===== config.mk =====
export PLATFORM = sky130hd
export DESIGN_NAME = hex_counter_ctrl
export DESIGN_NICKNAME = d
export VERILOG_FILES = /design/src/rtl/hex_counter_defs.sv /design/src/rtl/hex_counter_ctrl_button_sync_edge.sv /design/src/rtl/hex_counter_ctrl.sv
export SDC_FILE = /design/constraint.sdc
export NUM_CORES = 1
export LEC_CHECK = 0
export CAP_MARGIN = 20
export CORE_MARGIN = 2
export CORE_UTILIZATION = 51
export DETAILED_ROUTE_END_ITERATION = 16
export GPL_TIMING_DRIVEN = 1
export PLACE_DENSITY = 0.86
export SLEW_MARGIN = 0
export SYNTH_ARGS = -nofsm -noshare
export SYNTH_HDL_FRONTEND = slang
export SYNTH_SLANG_ARGS = --single-unit

===== constraint.sdc =====
create_clock -name Clock -period 4.5 [get_ports Clock]
set_input_delay 0.9 -clock Clock [delete_from_list [all_inputs] [get_ports Clock]]
set_output_delay 0.9 -clock Clock [all_outputs]
set_load 0.005 [all_outputs]

===== src/rtl/hex_counter_defs.sv =====
// rtl/hex_counter_defs.sv - shared encodings and constants for the hex counter controller
//
// Purpose : run-state encoding, saturate/wrap mode encoding, synchroniser
//           depth and a width helper shared by hex_counter_ctrl and
//           button_sync_edge.
// Ports   : none (package).

package hex_counter_defs;

   typedef enum logic {
      ST_IDLE = 1'b0,
      ST_RUN  = 1'b1
   } run_state_t;

   localparam int MODE_WRAP   = 0;
   localparam int MODE_SAT    = 1;

   localparam int SYNC_STAGES = 2;

   // Bits needed to hold 0..p-1; never less than one bit.
   function automatic int count_width(input int p);
      return (p > 1) ? $clog2(p) : 1;
   endfunction

endpackage


===== src/rtl/hex_counter_ctrl_button_sync_edge.sv =====
// rtl/hex_counter_ctrl_button_sync_edge.sv - push-button synchroniser with press-edge detector
//
// Purpose : brings an asynchronous active-low push button into the Clock
//           domain through SYNC_STAGES flops, keeps a previous-level register
//           and emits a registered one-cycle press pulse on a 1->0 edge of
//           the synchronised level. All flops preset to the unpressed state.
// Ports   :
//   Clock     in   system clock
//   Reset     in   asynchronous active-high reset
//   button_n  in   asynchronous active-low button
//   level     out  synchronised button level (0 = pressed), registered
//   press     out  one-cycle pulse per press, registered

module button_sync_edge
   import hex_counter_defs::*;
(
   input  logic Clock,
   input  logic Reset,
   input  logic button_n,
   output logic level,
   output logic press
);

   localparam int FILL_W = $clog2(SYNC_STAGES + 1);
   localparam logic [FILL_W-1:0] FILL_DONE = FILL_W'(SYNC_STAGES);

   logic [SYNC_STAGES-1:0] sync_q;
   logic                   prev_q;
   logic                   press_q;
   logic                   armed_q;
   logic [FILL_W-1:0]      fill_q;

   // The preset synchroniser contents are not a real sample. Edge detection
   // is armed only once a genuine sample has reached the last stage and shows
   // the button released, so a button held through reset never counts as a
   // press until it has been let go and pushed again.
   always_ff @(posedge Clock or posedge Reset) begin
      if (Reset) begin
         sync_q  <= '1;
         prev_q  <= 1'b1;
         press_q <= 1'b0;
         armed_q <= 1'b0;
         fill_q  <= '0;
      end else begin
         sync_q  <= {sync_q[SYNC_STAGES-2:0], button_n};
         prev_q  <= sync_q[SYNC_STAGES-1];
         press_q <= armed_q & prev_q & ~sync_q[SYNC_STAGES-1];
         if (fill_q != FILL_DONE) begin
            fill_q <= fill_q + 1'b1;
         end else if (sync_q[SYNC_STAGES-1]) begin
            armed_q <= 1'b1;
         end
      end
   end

   // Level is taken from the previous-value register so that Clear and the
   // press pulse both act on the third edge after the button is sampled.
   assign level = prev_q;
   assign press = press_q;

endmodule


===== src/rtl/hex_counter_ctrl.sv =====
// rtl/hex_counter_ctrl.sv - run/stop up/down counter with prescaler, load and terminal pulse
//
// Purpose : counter feeding the hex-digit decoder chain. Push buttons start,
//           stop and clear; a prescaler sets the count rate; the counter
//           runs up or down, loads a clamped value and either wraps or
//           saturates (and stops) at its terminal value.
// Ports   :
//   Clock       in   system clock
//   Reset       in   asynchronous active-high reset
//   Start_n     in   async active-low button, press = start
//   Stop_n      in   async active-low button, press = stop
//   Clear_n     in   async active-low button, held low = clear
//   Up          in   direction, 1 = up, 0 = down
//   Load        in   single-cycle strobe, load Load_value
//   Load_value  in   load value, clamped to MAX_VALUE
//   Q           out  count value, 0..MAX_VALUE
//   Running     out  run state
//   Tc          out  one-cycle terminal-count pulse

module hex_counter_ctrl
   import hex_counter_defs::*;
#(
   parameter int WIDTH     = 20,
   parameter int MAX_VALUE = 2**WIDTH - 1,
   parameter int PRESCALE  = 1,
   parameter int SAT_MODE  = MODE_WRAP
)
(
   input  logic             Clock,
   input  logic             Reset,
   input  logic             Start_n,
   input  logic             Stop_n,
   input  logic             Clear_n,
   input  logic             Up,
   input  logic             Load,
   input  logic [WIDTH-1:0] Load_value,
   output logic [WIDTH-1:0] Q,
   output logic             Running,
   output logic             Tc
);

   localparam logic [WIDTH-1:0] MAX_Q   = WIDTH'(MAX_VALUE);
   localparam int               PS_W    = count_width(PRESCALE);
   localparam logic [PS_W-1:0]  PS_LAST = PS_W'(PRESCALE - 1);
   localparam bit               SAT     = (SAT_MODE == MODE_SAT);

   run_state_t       state;
   logic [WIDTH-1:0] q_r;
   logic [PS_W-1:0]  presc_r;
   logic             tc_r;

   logic             start_press;
   logic             stop_press;
   logic             clear_level;
   logic             start_level;
   logic             stop_level;
   logic             unused_levels;

   logic [WIDTH-1:0] q_step;
   logic             tc_step;
   logic             sat_stop;
   logic [WIDTH-1:0] load_clamped;
   logic             do_tick;

   button_sync_edge u_start (
      .Clock    (Clock),
      .Reset    (Reset),
      .button_n (Start_n),
      .level    (start_level),
      .press    (start_press)
   );

   button_sync_edge u_stop (
      .Clock    (Clock),
      .Reset    (Reset),
      .button_n (Stop_n),
      .level    (stop_level),
      .press    (stop_press)
   );

   // Clear is level-sensitive; its press pulse has no use here.
   logic clear_press;

   button_sync_edge u_clear (
      .Clock    (Clock),
      .Reset    (Reset),
      .button_n (Clear_n),
      .level    (clear_level),
      .press    (clear_press)
   );

   // Start/Stop act on edges only; their levels are not needed.
   assign unused_levels = start_level & stop_level & clear_press;

   assign load_clamped = (Load_value > MAX_Q) ? MAX_Q : Load_value;

   // A tick is only taken when neither Clear nor Load overrides it.
   assign do_tick = (state == ST_RUN) && (presc_r == PS_LAST) && clear_level && !Load;

   // Next count for a tick, including terminal handling in both directions.
   always_comb begin
      q_step   = q_r;
      tc_step  = 1'b0;
      sat_stop = 1'b0;
      if (Up) begin
         if (q_r == MAX_Q) begin
            tc_step = 1'b1;
            if (SAT) sat_stop = 1'b1;
            else     q_step   = '0;
         end else begin
            q_step = q_r + 1'b1;
         end
      end else begin
         if (q_r == '0) begin
            tc_step = 1'b1;
            if (SAT) sat_stop = 1'b1;
            else     q_step   = MAX_Q;
         end else begin
            q_step = q_r - 1'b1;
         end
      end
   end

   // Run FSM, prescaler, count register and terminal pulse share one process
   // so that a saturating tick and the auto-stop land on the same edge.
   always_ff @(posedge Clock or posedge Reset) begin
      if (Reset) begin
         state   <= ST_IDLE;
         q_r     <= '0;
         presc_r <= '0;
         tc_r    <= 1'b0;
      end else begin
         tc_r <= 1'b0;

         case (state)
            ST_IDLE: if (start_press && !stop_press) state <= ST_RUN;
            ST_RUN:  if (stop_press || (do_tick && sat_stop)) state <= ST_IDLE;
            default: state <= ST_IDLE;
         endcase

         if (!clear_level) begin
            q_r     <= '0;
            presc_r <= '0;
         end else if (Load) begin
            q_r     <= load_clamped;
            presc_r <= '0;
         end else if (state == ST_RUN) begin
            if (presc_r == PS_LAST) begin
               presc_r <= '0;
               q_r     <= q_step;
               tc_r    <= tc_step;
            end else begin
               presc_r <= presc_r + 1'b1;
            end
         end
      end
   end

   assign Q       = q_r;
   assign Running = (state == ST_RUN);
   assign Tc      = tc_r;

endmodule


==> flow_summary.yaml <==
yosys:
  async_reset_ff_share_pct: 100
  syn_area_sq_mm: 0.00260
  syn_inst: 315
  synthFlopType: "dfrtp_1"
  synth_warnings: 0
  synth.distinct_cells: 51
  ys_seq_elements: 39
  syn-num-nets: 347
  synth-edff-count: 0
  syn_avg_cell_area_sq_um: 8.26
  yosysSeqAreaShare_pct: 37.9
sta:
  finalHoldViolCount: 0
  fin_crit_ns: 2.84
  finalMaxSlewViolations: 0
  tightest_slew_ns: 0.894
  finalSetupTns_ns: 0
  fmax_mhz: 353
  fin_crit_sh_pct: 63.0
  holdWs_ns: 0.357
  rsz0062_at_grt: "false"
  finalSetupViolCount: 0
  relSlewSlack_pct: 39.9
  worst_clock_skew_ns: 0.0146
clocking:
  cts_root_buf: "clkbuf_8"
  clock_latency_ns: 0.31
  hold_buffers: 0
  clock_path_buffers: 2
  htree_num_levels: 2
  cts_resized: 0
  cts_setup_buffers: 0
  clock-sinks: 39
  cts-buffers-inserted: 5
  cts_tree: "yes"
  clk_pin_slew_ns: 0.10
critical_path:
  r2r-end: "Q[13]"
  cp-endpoint: "Q[13]"
  path_class: "reg -> reg"
  worstSetupStartpointType: "register"
  crit_required_ns: 4.69
  r2r_slack_ns: 1.66
  reg2reg_depth: 7
  cp_max_fo: 8
  r2r_start: "Q[0]"
  crit_path_end_kind: "register"
  cp-startpoint: "Q[0]"
  crit_arrival_ns: 3.02
route:
  vias: 2682
  vias_per_cell: 6.45
  drt-initial-drc-count: 435
  detail-route-antenna-nets: 0
  drc: 0
  dr.pass1.iters: 6
  drt-wirelength-per-cell_microns: 17.5
  routed_wirelength_mm: 7.29
pwr:
  pwr-share-clk_pct: 32.1
  ir_drop_v: 0.000183
  power.leakage_nw: 1.26
  pwr-share-seq_pct: 44.4
  p_int_w: 0.000645
  power_switching_w: 0.000303
  power_density_mw_per_mm2: 299
  sw_frac_of_total_pct: 32.0
  p_comb_share_pct: 23.5
place:
  dp_hpwl_mm: 5.04
  gp_congestion: 0.949
  io_buffer_count: 48
final_layout:
  diodes: 0
  drive_gt1_share_pct: 7.45
  seqCellArea_sq_um: 987
  multi_input_area_sq_mm: 0.00145
  fill_cells: 429
  synthToLayoutAreaGrowth_pct: 21.8
  fin_nets: 380
floorplanning:
  die_w_microns: 75.4
  core_sq_mm: 0.00482
  initial_utilization_pct: 54.0
  dieArea_sq_mm: 0.00569
  die_h_microns: 75.4
  fp-row-count: 25
  ios: 49
grt:
  gr-usage-met1_pct: 39.5
  busiest_layer: "met2"
  met2_usage_pct: 40.6
  overflow: 0
  use_met3_pct: 6.08
  grt_pass1_wl_mm: 12.1
  grt_max_degree: 40
  grt_pass1_vias: 2523
  grt_usage_pct: 28.0
  antenna_found_initial: 0
worst_hold_path:
  hold_class: "reg -> reg"
run:
  cap_violations: 0
outcome:
  status: "complete, no violations"
-- routing by layer --
metal / wire [microns] / up-vias
met4: 133 / 0
li1: - / 1218
met3: 678 / 18
met5: 0 / -
met2: 3380 / 197
met1: 3100 / 1249
-- logic make-up (layout without fill, tap and decap cells) --
group           Yosys count  count (layout)  synth area share (%)
compound gates           96              96                  22.9
buf+inv                  34              68                  6.20
fa+ha+maj                 5               5                  2.40
simple gates            125             125                  25.0
flops                    39              39                  37.9
xor+xnor                 13              13                  4.38
mux                       3               3                  1.15
-- state kept, by name, summed over array words and instances, names as in the netlist --
signal           flops
u_stop.armed_q       1
u_start.press        1
u_clear.level        1
u_clear.sync_q       2
u_start.level        1
u_stop.fill_q        2
u_stop.press         1
u_start.armed_q      1
u_stop.sync_q        2
Q                   20
u_stop.level         1
Tc                   1
u_start.fill_q       2
Running              1
u_start.sync_q       2
-- worst min-delay path by stage --
stage / start / end / slack, ns / cells after the start
3_5_place_dp: u_clear.sync_q[1] / u_clear.level / 0.35 / 0
2_1_floorplan: u_clear.sync_q[1] / u_clear.level / 0.35 / 0
6_report: u_start.sync_q[0] / u_start.sync_q[1] / 0.36 / 0
4_1_cts: u_clear.sync_q[1] / u_clear.level / 0.36 / 0
3_3_place_gp: u_clear.sync_q[1] / u_clear.level / 0.35 / 0
5_1_grt: u_stop.sync_q[0] / u_stop.sync_q[1] / 0.36 / 0
-- cell usage after synthesis, types with 9 or more instances --
cell	count	area, sq um
clkbuf_1	15	56.3
nand3_1	13	65.1
o21ai_0	30	150
nor2_1	20	75.1
a21oi_1	28	140
xnor2_1	9	78.8
dfstp_2	9	236
nor3_1	12	60.1
and3_1	10	62.6
dfrtp_1	30	751
inv_1	10	37.5
nand2_1	33	124
-- cells in the final DEF (no fill, tap or decap), types with 4 or more instances in the layout --
| cell | instances |
|---|---|
| a21o_1 | 8 |
| a21oi_1 | 28 |
| and3_1 | 10 |
| clkbuf_8 | 5 |
| clkdlybuf4s50_1 | 48 |
| dfrtp_1 | 30 |
| dfstp_2 | 9 |
| ha_1 | 5 |
| inv_1 | 10 |
| nand2_1 | 33 |
| nand3_1 | 13 |
| nand4_1 | 7 |
| nor2_1 | 20 |
| nor2b_1 | 4 |
| nor3_1 | 12 |
| nor4_1 | 8 |
| o21ai_0 | 30 |
| or3_1 | 5 |
| xnor2_1 | 9 |
| xor2_1 | 4 |
-- power groups by stage --
stage / clock [W] / combinational (W) / sequential [W]
final: 0.000304 / 0.000223 / 0.000421
after detailed placement: 0 / 0.000218 / 0.000426
after global placement: 0 / 0.000213 / 0.000424
after global routing: 0.000323 / 0.000246 / 0.000426
after floorplan: 0 / 0.000155 / 0.000400
after CTS: 0.000306 / 0.000220 / 0.000419
-- per-stage QoR --
stage,cells,utilization [%],cell area (sq um),total power (W),setup slack (ns)
6_report,416,65.8,3170,0.000949,1.66
4_1_cts,416,65.8,3170,0.000944,1.76
3_3_place_gp,408,63.5,3060,0.000637,1.59
2_1_floorplan,315,-,2600,0.000555,2.13
3_5_place_dp,408,63.5,3060,0.000644,1.49
5_1_grt,416,65.8,3170,0.000994,1.49
-- layout make-up --
| cell class | count | area share [%] |
|---|---|---|
| clock inverter | 3 | 1.38 |
| sequential | 39 | 31.1 |
| timing repair buffer | 50 | 15.6 |
| multi-input combinational | 242 | 45.9 |
| inverter | 10 | 1.18 |
| clock buffer | 5 | 2.17 |
| tap | 67 | 2.64 |
-- critical path, cell delays in order, from the launching register on --
cell     delay, ns
dfrtp_1       0.51
ha_1          0.25
nand3_1       0.26
or3_1         0.56
o31ai_1       0.80
nor3_1        0.14
o21ai_0       0.11
a21oi_1       0.08
Power figures use the tool's default switching activity.
